## src/rtl/fetch_stage.sv

```systemverilog
// Instruction fetch stage: PC register, redirect/stall handling and the IF/ID
// pipeline register, with a terminal HALTED state left only through reset.
module fetch_stage #(
  parameter logic [31:0] PC_INIT = 32'h00000000
) (
  input  logic        CLK,
  input  logic        RST,
  input  logic        ihit,
  input  logic [31:0] iload,
  output logic        iREN,
  output logic [31:0] iaddr,
  input  logic        stall,
  input  logic        flush,
  input  logic        jr,
  input  logic        jmp,
  input  logic        branch_taken,
  input  logic [31:0] jr_target,
  input  logic [31:0] jmp_target,
  input  logic [31:0] branch_target,
  input  logic        halt,
  output logic [31:0] instr_out,
  output logic [31:0] npc_out,
  output logic        valid_out,
  output logic        halted
);

  typedef enum logic {
    FETCH  = 1'b0,
    HALTED = 1'b1
  } state_t;

  state_t      r_state;
  logic [31:0] r_pc;
  logic [31:0] r_instr;
  logic [31:0] r_npc;
  logic        r_valid;
  logic        r_halted;
  logic        r_iren;

  logic        w_redirect;
  logic [31:0] w_sel_target;
  logic [31:0] w_target;
  logic [31:0] w_pc_plus4;

  assign w_redirect   = jr | jmp | branch_taken;
  assign w_sel_target = jr  ? jr_target  :
                        jmp ? jmp_target : branch_target;
  // Targets are word-aligned by dropping the low two bits.
  assign w_target     = w_sel_target & 32'hFFFF_FFFC;
  assign w_pc_plus4   = r_pc + 32'd4;

  always_ff @(posedge CLK) begin
    if (RST) begin
      r_state  <= FETCH;
      r_pc     <= PC_INIT;
      r_instr  <= '0;
      r_npc    <= '0;
      r_valid  <= 1'b0;
      r_halted <= 1'b0;
      r_iren   <= 1'b1;
    end else begin
      case (r_state)
        FETCH: begin
          if (w_redirect) begin
            r_pc    <= w_target;
            r_instr <= '0;
            r_npc   <= '0;
            r_valid <= 1'b0;
          end else if (halt) begin
            r_state  <= HALTED;
            r_halted <= 1'b1;
            r_iren   <= 1'b0;
            r_instr  <= '0;
            r_npc    <= '0;
            r_valid  <= 1'b0;
          end else begin
            if (ihit && !stall) begin
              r_pc <= w_pc_plus4;
            end
            // Flush beats stall for IF/ID, but the PC still follows ihit/stall.
            if (flush) begin
              r_instr <= '0;
              r_npc   <= '0;
              r_valid <= 1'b0;
            end else if (!stall) begin
              if (ihit) begin
                r_instr <= iload;
                r_npc   <= w_pc_plus4;
                r_valid <= 1'b1;
              end else begin
                r_instr <= '0;
                r_npc   <= '0;
                r_valid <= 1'b0;
              end
            end
          end
        end
        HALTED: begin
          r_state <= HALTED;
        end
        default: begin
          r_state <= FETCH;
        end
      endcase
    end
  end

  assign iaddr     = r_pc;
  assign iREN      = r_iren;
  assign instr_out = r_instr;
  assign npc_out   = r_npc;
  assign valid_out = r_valid;
  assign halted    = r_halted;

endmodule

```

## config.mk

```make
export PLATFORM = sky130hd
export DESIGN_NAME = fetch_stage
export DESIGN_NICKNAME = d
export VERILOG_FILES = /design/src/rtl/fetch_stage.sv
export SDC_FILE = /design/constraint.sdc
export NUM_CORES = 1
export LEC_CHECK = 0
export ABC_CLOCK_PERIOD_IN_PS = 2800
export CORE_MARGIN = 1
export CORE_UTILIZATION = 40
export DETAILED_ROUTE_END_ITERATION = 16
export GPL_TIMING_DRIVEN = 0
export PLACE_DENSITY = 0.78
export SLEW_MARGIN = 0
export SYNTH_ARGS = -nofsm -noshare
export SYNTH_HDL_FRONTEND = slang
export SYNTH_SLANG_ARGS = --single-unit
export TNS_END_PERCENT = 1
```

## constraint.sdc

```tcl
create_clock -name CLK -period 2.8 [get_ports CLK]
set_input_delay 0.7 -clock CLK [delete_from_list [all_inputs] [get_ports CLK]]
set_output_delay 0.7 -clock CLK [all_outputs]
set_load 0.01 [all_outputs]
```

* Yosys cells after proc, flatten, opt, wreduce, memory -nomap -nowiden *
Index checks and enable logic that the tools add are counted.

storage, ports and cells
  register bits = 100
  output and inout bits = 99

cells by class
  bitwise logic cells = 4
  muxes and demuxes = 23
  reduce and logical (&&, ||, !) cells = 6
  add/sub/neg operators = 1
  equality and inequality tests = 2

operators by type and width
  cell                                                    number
  2-to-1 mux 32 bit                                       15
  adder 32 x 3 -> 32 bit (second input constant)          1
  2-to-1 mux 1 bit                                        7
  AND reduction 3 bit                                     2
  inequality test 4 x 1 -> 1 bit (second input constant)  1
  inequality test 2 x 1 -> 1 bit (second input constant)  1
  NOT 1 bit                                               2
  OR 1 bit                                                2
  one-hot mux 1 bit (2 select lines)                      1
  AND reduction 2 bit                                     1
  nonzero test 2 bit                                      1
  logical AND 1 bit                                       1
  logical NOT 1 bit                                       1

* Longest topological paths before layout *
  depth after elaboration = 6
  depth in mapped cells = 9
  mapped depth without buffers = 6

* Worst setup path after synthesis *
Ideal clock, no wire load.

  path kind = input to register
  start point = in jmp
  end point = reg r_npc[21], in the netlist npc_out[21]
  cell stages on the path = 6
  path slack = 503 ps
  path buffers = 2
  required time = 2738 ps
  arrival time = 2235 ps
  cell sequence = clkbuf_1 or3_1 buf_2 or3_1 or4_1 nand3_1

on the way
  longest elaborated chain between the ends = 4
  elaborated cells on any way between the ends = 5
  those cells by class = eq/ne: 1; mux: 1; bitwise: 2; reduce/logical: 1

ends and longest elaborated chain
  element                                          line  source
  start: declaration                               15    input logic jmp,
  OR 1 bit * (2 in a row)                          45    assign w_redirect = jr | jmp | branch_taken;
  inequality test 4 x 1 -> 1 bit (no source line)  -
  AND reduction 2 bit (no source line)             -
  end signal: assignment                           88    r_npc <= w_pc_plus4;
  end: declaration                                 35    logic [31:0] r_npc;

Every way passes the cells marked *; elsewhere a longest branch is shown, timed or not.
A chain may end at the register's enable or synchronous reset.

* Worst setup path after layout *
  start point = in branch_taken
  end point = reg r_npc[20], in the netlist npc_out[20]

on the way
  longest elaborated chain between the ends = 3
  elaborated cells on any way between the ends = 4
  those cells by class = eq/ne: 1; mux: 1; bitwise: 1; reduce/logical: 1

ends and longest elaborated chain
  element                                          line  source
  start: declaration                               16    input logic branch_taken,
  OR 1 bit *                                       45
  inequality test 4 x 1 -> 1 bit (no source line)  -
  AND reduction 2 bit (no source line)             -

Marked as above.

==> impl_metrics.py <==
metrics = {
    "placement": {
        "portBuffers": 224,
        "dp_hpwl_um": 15700,
        "postPlaceCellArea_um2": 7550,
        "post-place-ws_ns": -0.372,
        "place.gp.congestion": 0.876,
    },
    "clock_network": {
        "clock-sinks": 97,
        "postCtsSetupRepairBufs": 0,
        "cts_tree": "built",
        "ctsLongestPathBuffers": 2,
        "cts_resized": 1,
        "path_clk_slew_ns": 0.07,
        "ctsHoldBuffers": 0,
        "numCtsBuffers": 9,
        "htreeDepth": 3,
        "cts-root-buf": "clkbuf_16",
        "clock_latency_ns": 0.36,
    },
    "run": {
        "cap_violations": 0,
    },
    "hold_path": {
        "hold_path_depth": 2,
        "hp-class": "reg -> reg",
        "worst_hold_path.endpoint": "npc_out[16]",
        "hold_start": "npc_out[16]",
    },
    "logic_synthesis": {
        "yosysWarnings": 0,
        "syn_inst": 647,
        "syn_area_per_cell_um2": 7.87,
        "yosysTopAreaCellShare": 0.382,
        "synth_cell_type_count": 57,
        "synth_area_leader_cell": "dfxtp_1",
        "synth_edf_count": 0,
        "synth_area_um2": 5090,
        "yosys_most_used_dff": "dfxtp_1",
        "ys_seq_area_frac": 0.382,
        "synth-async-reset-ratio": 0,
        "netlist_top_cells_area": "dfxtp_1, a22oi_1, o21ai_0",
        "ys_ff_latch": 97,
    },
    "critical_path": {
        "arrival_ns": 3.08,
        "ff2ff_setup_slack_ns": 0.21,
        "crit_type": "in -> reg",
        "reg2reg_to": "npc_out[30]",
        "worstSetupEndpointType": "flip-flop",
        "path_max_fanout": 10,
        "crit_path_top_delay_cell": "clkdlybuf4s50_1",
        "cp-startpoint": "branch_taken",
        "r2r-start": "iaddr[2]",
        "cp.required_ns": 3.07,
        "reg2regPathDepth": 6,
        "startpoint_type": "input pin",
        "crit_chain": "clkdlybuf4s50_1 -> nor3_1 -> a31o_2 -> clkbuf_1 -> nor2b_1 -> buf_1 -> nand2_1 -> o21ai_0",
        "slowest_delay_ns": 0.46,
    },
    "timing": {
        "finalHoldViolCount": 0,
        "setup_viol": 2,
        "relSlewSlack": 0.484,
        "hold_slack_ns": 0.457,
        "layout_setup_ws_ns": -0.0147,
        "min_period_over_period": 1.01,
        "period_minus_slack_ns": 2.81,
        "slew_violations": 0,
        "worstMarginPinSlew_ns": 0.775,
        "rsz0062_at_grt": "yes",
        "fmaxAchievable_mhz": 355,
        "clock_skew_ns": 0.00784,
    },
    "final_layout": {
        "fill_cells": 1130,
        "final_nets": 1021,
        "final_cell_area_um2": 7880,
        "area_growth_syn_to_layout_pct": 54.8,
        "final_util": 0.645,
        "layout-drive-gt1-share": 0.0597,
        "diodes": 0,
    },
    "grt": {
        "grt_usage": 0.300,
        "first_global_vias": 5745,
        "antenna_found_initial": 0,
        "grt_max_degree": 19,
        "grt_pass1_wl_um": 30200,
        "overflow": 0,
    },
    "die": {
        "die_height_um": 115,
        "die-area_um2": 13200,
        "core_area_um2": 12200,
        "num_io_pins": 236,
        "rows": 40,
        "start_util": 0.417,
        "die_w_um": 115,
    },
    "status": {
        "outcome": "finished, violations left",
        "violations": "negative setup slack",
    },
    "detailed_routing": {
        "vias_per_cell": 5.65,
        "dr.first_iter.drc_count": 356,
        "antenna_left": 0,
        "post-route-drc-count": 0,
        "drt_first_pass_iters": 6,
        "wl_um": 20000,
        "wl_per_cell_um": 19.0,
        "num_vias": 5966,
    },
    "power": {
        "vdd_drop_max_mv": 0.225,
        "power.density_nw_per_um2": 442,
        "power_mw": 3.48,
        "total_leakage_power_nw": 2.73,
    },
}
cell usage after synthesis, drive strengths merged, types with 4 or more instances:
library cell	number
nand3b	4
and4	4
xnor2	20
nand4	11
xor2	6
nand3	17
mux2i	11
o21ai	67
a221oi	9
a22oi	55
nand2	66
a31oi	7
clkbuf	41
buf	22
inv	8
nor2b	9
dfxtp	97
nor3	19
nor4	12
nor2	72
a21oi	34
or3	6
o32ai	6
cell type report:
| type | instances | area (um^2) | area share |
|---|---|---|---|
| repair buffers | 224 | 2240 | 0.284 |
| inverters | 8 | 30.0 | 0.00381 |
| plain buffers | 63 | 272 | 0.0344 |
| flip-flops and latches | 97 | 1940 | 0.246 |
| clock inverters | 6 | 86.3 | 0.0110 |
| multi-input cells | 480 | 2860 | 0.363 |
| well taps | 168 | 210 | 0.0267 |
| clock buffers | 10 | 239 | 0.0303 |
placed cells by master, fill, tap and decap left out, types with 7 or more instances in the layout:
cell and count:
dfxtp_1 97, mux2i_1 11, a21oi_1 34, xnor2_1 20
clkdlybuf4s50_1 224, nand3_1 16, nor2_1 72, nand4_1 11
nor4_1 9, nor3_1 17, nand2_1 66, a22oi_1 55
nor2b_1 9, clkbuf_1 36, a31oi_1 7, inv_1 8
buf_2 15, a221oi_1 9, clkbuf_16 9, o21ai_0 66
layer usage:
| layer | routed length (um) | track usage | vias to the layer above |
|---|---|---|---|
| li1 | - | - | 2819 |
| met1 | 8510 | 0.382 | 2837 |
| met2 | 9550 | 0.505 | 280 |
| met3 | 1530 | 0.0575 | 30 |
| met4 | 451 | 0.113 | 0 |
| met5 | 0 | 0 | - |
worst max path at each step:
stage                        endpoint  slack [ns]  cells after the start
after CTS                 npc_out[20]        0.06                      8
after global placement    npc_out[25]       -0.28                      7
final                     npc_out[20]       -0.01                      8
after global routing      npc_out[26]       -0.11                      8
after detailed placement  npc_out[20]       -0.37                      7
after floorplan           npc_out[21]        0.50                      6
through the flow:
step,std cells,TNS [ns]
2_1_floorplan,648,0
3_3_place_gp,1040,-13.00
3_5_place_dp,1040,-16.37
4_1_cts,1056,0
5_1_grt,1056,-1.49
6_report,1056,-0.0241
cell families after synthesis:
group | count (synthesis) | share of synthesized area
and+or+nand+nor | 237 | 0.230
AOI/OAI and AO/OA | 200 | 0.253
DFF | 97 | 0.382
buffers and inverters | 71 | 0.0585
xor gates and xnor gates | 26 | 0.0447
muxes | 14 | 0.0283
adders and majority gates | 1 | 0.00246
other | 1 | 0.000737
critical path: cells and delay by family:
family                 cells  cell delay, ns
buffers and inverters      3            1.19
AOI/OAI and AO/OA          2            0.31
and+or+nand+nor            3            0.87
flip-flops by register name (all words and copies together), names as in the netlist:
signal     flops
valid_out      1
instr_out     32
iaddr         30
halted         1
r_state        1
iREN           1
npc_out       31
power breakdown:
group | internal [mW] | switching [mW] | total (mW)
Sequential | 1.42 | 0.0636 | 1.48
Clock | 0.742 | 0.610 | 1.35
Combinational | 0.346 | 0.304 | 0.650
(Power assumes the default switching activity.)
==> patch: new RTL, same flow settings <==
Reset style: asynchronous (`RST`), changed in one clocked block.
--- a/src/rtl/fetch_stage.sv
+++ b/src/rtl/fetch_stage.sv
@@ -50,5 +50,5 @@
   assign w_pc_plus4   = r_pc + 32'd4;
 
-  always_ff @(posedge CLK) begin
+  always_ff @(posedge CLK or posedge RST) begin
     if (RST) begin
       r_state  <= FETCH;
Check against the original RTL: differs if RST is asserted again (counterexample within 4 cycles, from zero or initial values and one cycle with RST high); with RST held inactive, the same outputs for 4 cycles.
==> patch against the unedited design <==
- worst hold slack better by 0.027 ns
- final area is 1.3% higher
- via count is 9.0% lower
- maximum frequency is 11% higher
- sequential cell count stayed put
- core utilization is 1.3 points lower
- die area is 1.4% higher
- largest cell class is now non-clock buffers
- routed wire length is 10% lower
- first-iteration DRC count is 22% higher
- critical path type unchanged
- synthesized area is 1.4% higher
- clock skew is 0.0018 ns lower
- worst setup slack better by 0.29 ns
- cell count is 8.0% lower
Power is not compared: it rests on default switching activity, and its combinational part moved more than twofold at a synthesized area within 25%.
==> patch: results (changes against the unedited design) <==
Maximum number of pins on one net before global-route repair: 45 (was 19)
Area contributors post-synth: sky130_fd_sc_hd__dfrtp_1, sky130_fd_sc_hd__o21ai_0, sky130_fd_sc_hd__nand2_1 (was sky130_fd_sc_hd__dfxtp_1, sky130_fd_sc_hd__a22oi_1, sky130_fd_sc_hd__o21ai_0)
Cell with the largest stage delay on the worst path: sky130_fd_sc_hd__buf_1 (was sky130_fd_sc_hd__clkdlybuf4s50_1)
Final-stage net count: 932 (was 1021)
Syn Inst Count: 555 (was 647)
RD Place Congestion: 0.866 (was 0.876)
Antenna violations before repair: 0 (unchanged)
Global-route wire length before repair: 27100 um (was 30200 um)
Clock Skew: 0.00605 ns (was 0.00784 ns)
Worst Hold End: halted$_DFFE_PP0P_ (was npc_out[16]$_SDFFE_PP0P_)
Reg-to-Reg Start: iaddr[2]$_DFFE_PP0P_ (was iaddr[2]$_SDFFE_PP0P_)
CP max stage delay: 0.49 ns (was 0.46 ns)
Hold Crit Class: flop to flop (unchanged)
Root buf cell: sky130_fd_sc_hd__clkbuf_16 (unchanged)
Worst reg2reg path endpoint: iaddr[28]$_DFFE_PP0P_ (was npc_out[30]$_SDFFE_PP0P_)
Count of distinct cell types in the synthesized netlist: 49 (was 57)
Number of cells on the worst hold path: 1 (was 2)
Share of synthesized registers carrying an async set or reset: 100% (was 0%)
Worst max-slew margin expressed relative to the limit: 55.0% (was 48.4%)
Setup slack at placement: -0.00984 ns (was -0.372 ns)
IO buf count: 225 (was 224)
Filler Cell Count: 1076 (was 1130)
Worst Hold Launch: halted$_DFFE_PP0P_ (was npc_out[16]$_SDFFE_PP0P_)
Detailed-router iteration count before antenna repair: 5 (was 6)
Proportion of synthesized chip area in sequential cells: 47.1% (was 38.2%)
Overall routing resource usage: 27.0% (was 30.0%)
Proportion of layout cells with a drive suffix above 1: 7.38% (was 5.97%)
Post-DP HPWL: 13800 um (was 15700 um)
Starting DRT DRC Count: 434 (was 356)
Final non-filler cell total: 971 (was 1056)
Logic depth of the worst register-to-register path: 6 (unchanged)
Result of the run: completed (was finished, violations left)
Most common library cells after synthesis: sky130_fd_sc_hd__dfrtp_1, sky130_fd_sc_hd__nand2_1, sky130_fd_sc_hd__o21ai_0 (was sky130_fd_sc_hd__dfxtp_1, sky130_fd_sc_hd__nor2_1, sky130_fd_sc_hd__nand2_1, sky130_fd_sc_hd__o21ai_0, sky130_fd_sc_hd__a22oi_1)
Via count of the first global-routing pass: 5178 (was 5745)
Diodes inserted: 0 (unchanged)
Placed cell count: 955 (was 1040)
Routed vias/inst: 5.59 (was 5.65)
Setup slack, reg-to-reg: 0.37 ns (was 0.21 ns)
-- patch: changes by cell type after synthesis, sizes merged, moves of 17 or more --
cell    change
nand2      +19
dfrtp      +96
dfxtp      -97
a22oi      -53
a22o       +31
clkbuf     -22
nor2       -51
xor2       +17
o22ai      +23
-- patch: cell families after synthesis --
| group | count (synthesis) | share of synthesized area, % |
|---|---|---|
| simple gates | 166 | 16.3 |
| xor+xnor | 28 | 4.75 |
| mux | 13 | 2.59 |
| other cells | 1 | 0.0727 |
| compound gates | 197 | 24.3 |
| flops | 97 | 47.1 |
| fa+ha+maj | 1 | 0.242 |
| buf+inv | 52 | 4.63 |
-- patch: layout make-up --
| type | count | share of cell area (%) |
|---|---|---|
| multi-input cells | 407 | 31.3 |
| plain buffers | 47 | 2.76 |
| inverters | 5 | 0.282 |
| well taps | 172 | 2.70 |
| repair buffers | 227 | 28.7 |
| clock inverters | 7 | 1.00 |
| clock buffers | 9 | 2.82 |
| flip-flops and latches | 97 | 30.4 |
-- patch: power by group --
group / switching, mW / leakage [nW] / internal [mW] / total [mW]
sequential: 0.341 / 1.25 / 1.61 / 1.96
combinational: 0.874 / 1.84 / 0.926 / 1.80
clock: 0.577 / 0.136 / 0.700 / 1.28
-- patch: worst max-delay path: cells and delay by family --
kind            cells  cell delay [ns]
compound gates      2             0.20
buf+inv             3             1.27
simple gates        2             0.55
-- patch: metal layers --
metal / global-route usage, % / vias to the layer above / wire length [um]
li1: - / 2493 / -
met1: 32.9 / 2585 / 7100
met2: 45.7 / 316 / 8680
met3: 6.64 / 37 / 1760
met4: 11.4 / 0 / 428
met5: 0 / - / 0
-- patch: stage by stage --
step | util [%] | TNS, ns | hold slack, ns | power [mW] | cell area [um2]
global route | 63.2 | 0 | 0.496 | 5.24 | 7980
global placement | 60.5 | -0.332 | 0.454 | 3.69 | 7640
floorplan | - | 0 | 0.491 | 2.81 | 5170
CTS | 63.2 | 0 | 0.485 | 5.02 | 7980
detailed placement | 60.8 | -0.00984 | 0.470 | 3.74 | 7680
finish | 63.2 | 0 | 0.483 | 5.03 | 7980
-- patch: how the worst max path moves through the flow --
stage                       startpoint                        to  slack (ns)  cells after the start
after floorplan                    jmp  instr_out[0]$_DFFE_PP0P_        0.68                      6
after global placement             RST     iaddr[17]$_DFFE_PP0P_      -0.007                      2
after detailed placement  branch_taken      iaddr[7]$_DFFE_PP0P_       -0.01                      7
after CTS                 branch_taken      iaddr[7]$_DFFE_PP0P_        0.34                      7
after global routing      branch_taken      iaddr[7]$_DFFE_PP0P_        0.18                      7
final                     branch_taken      iaddr[7]$_DFFE_PP0P_        0.27                      7
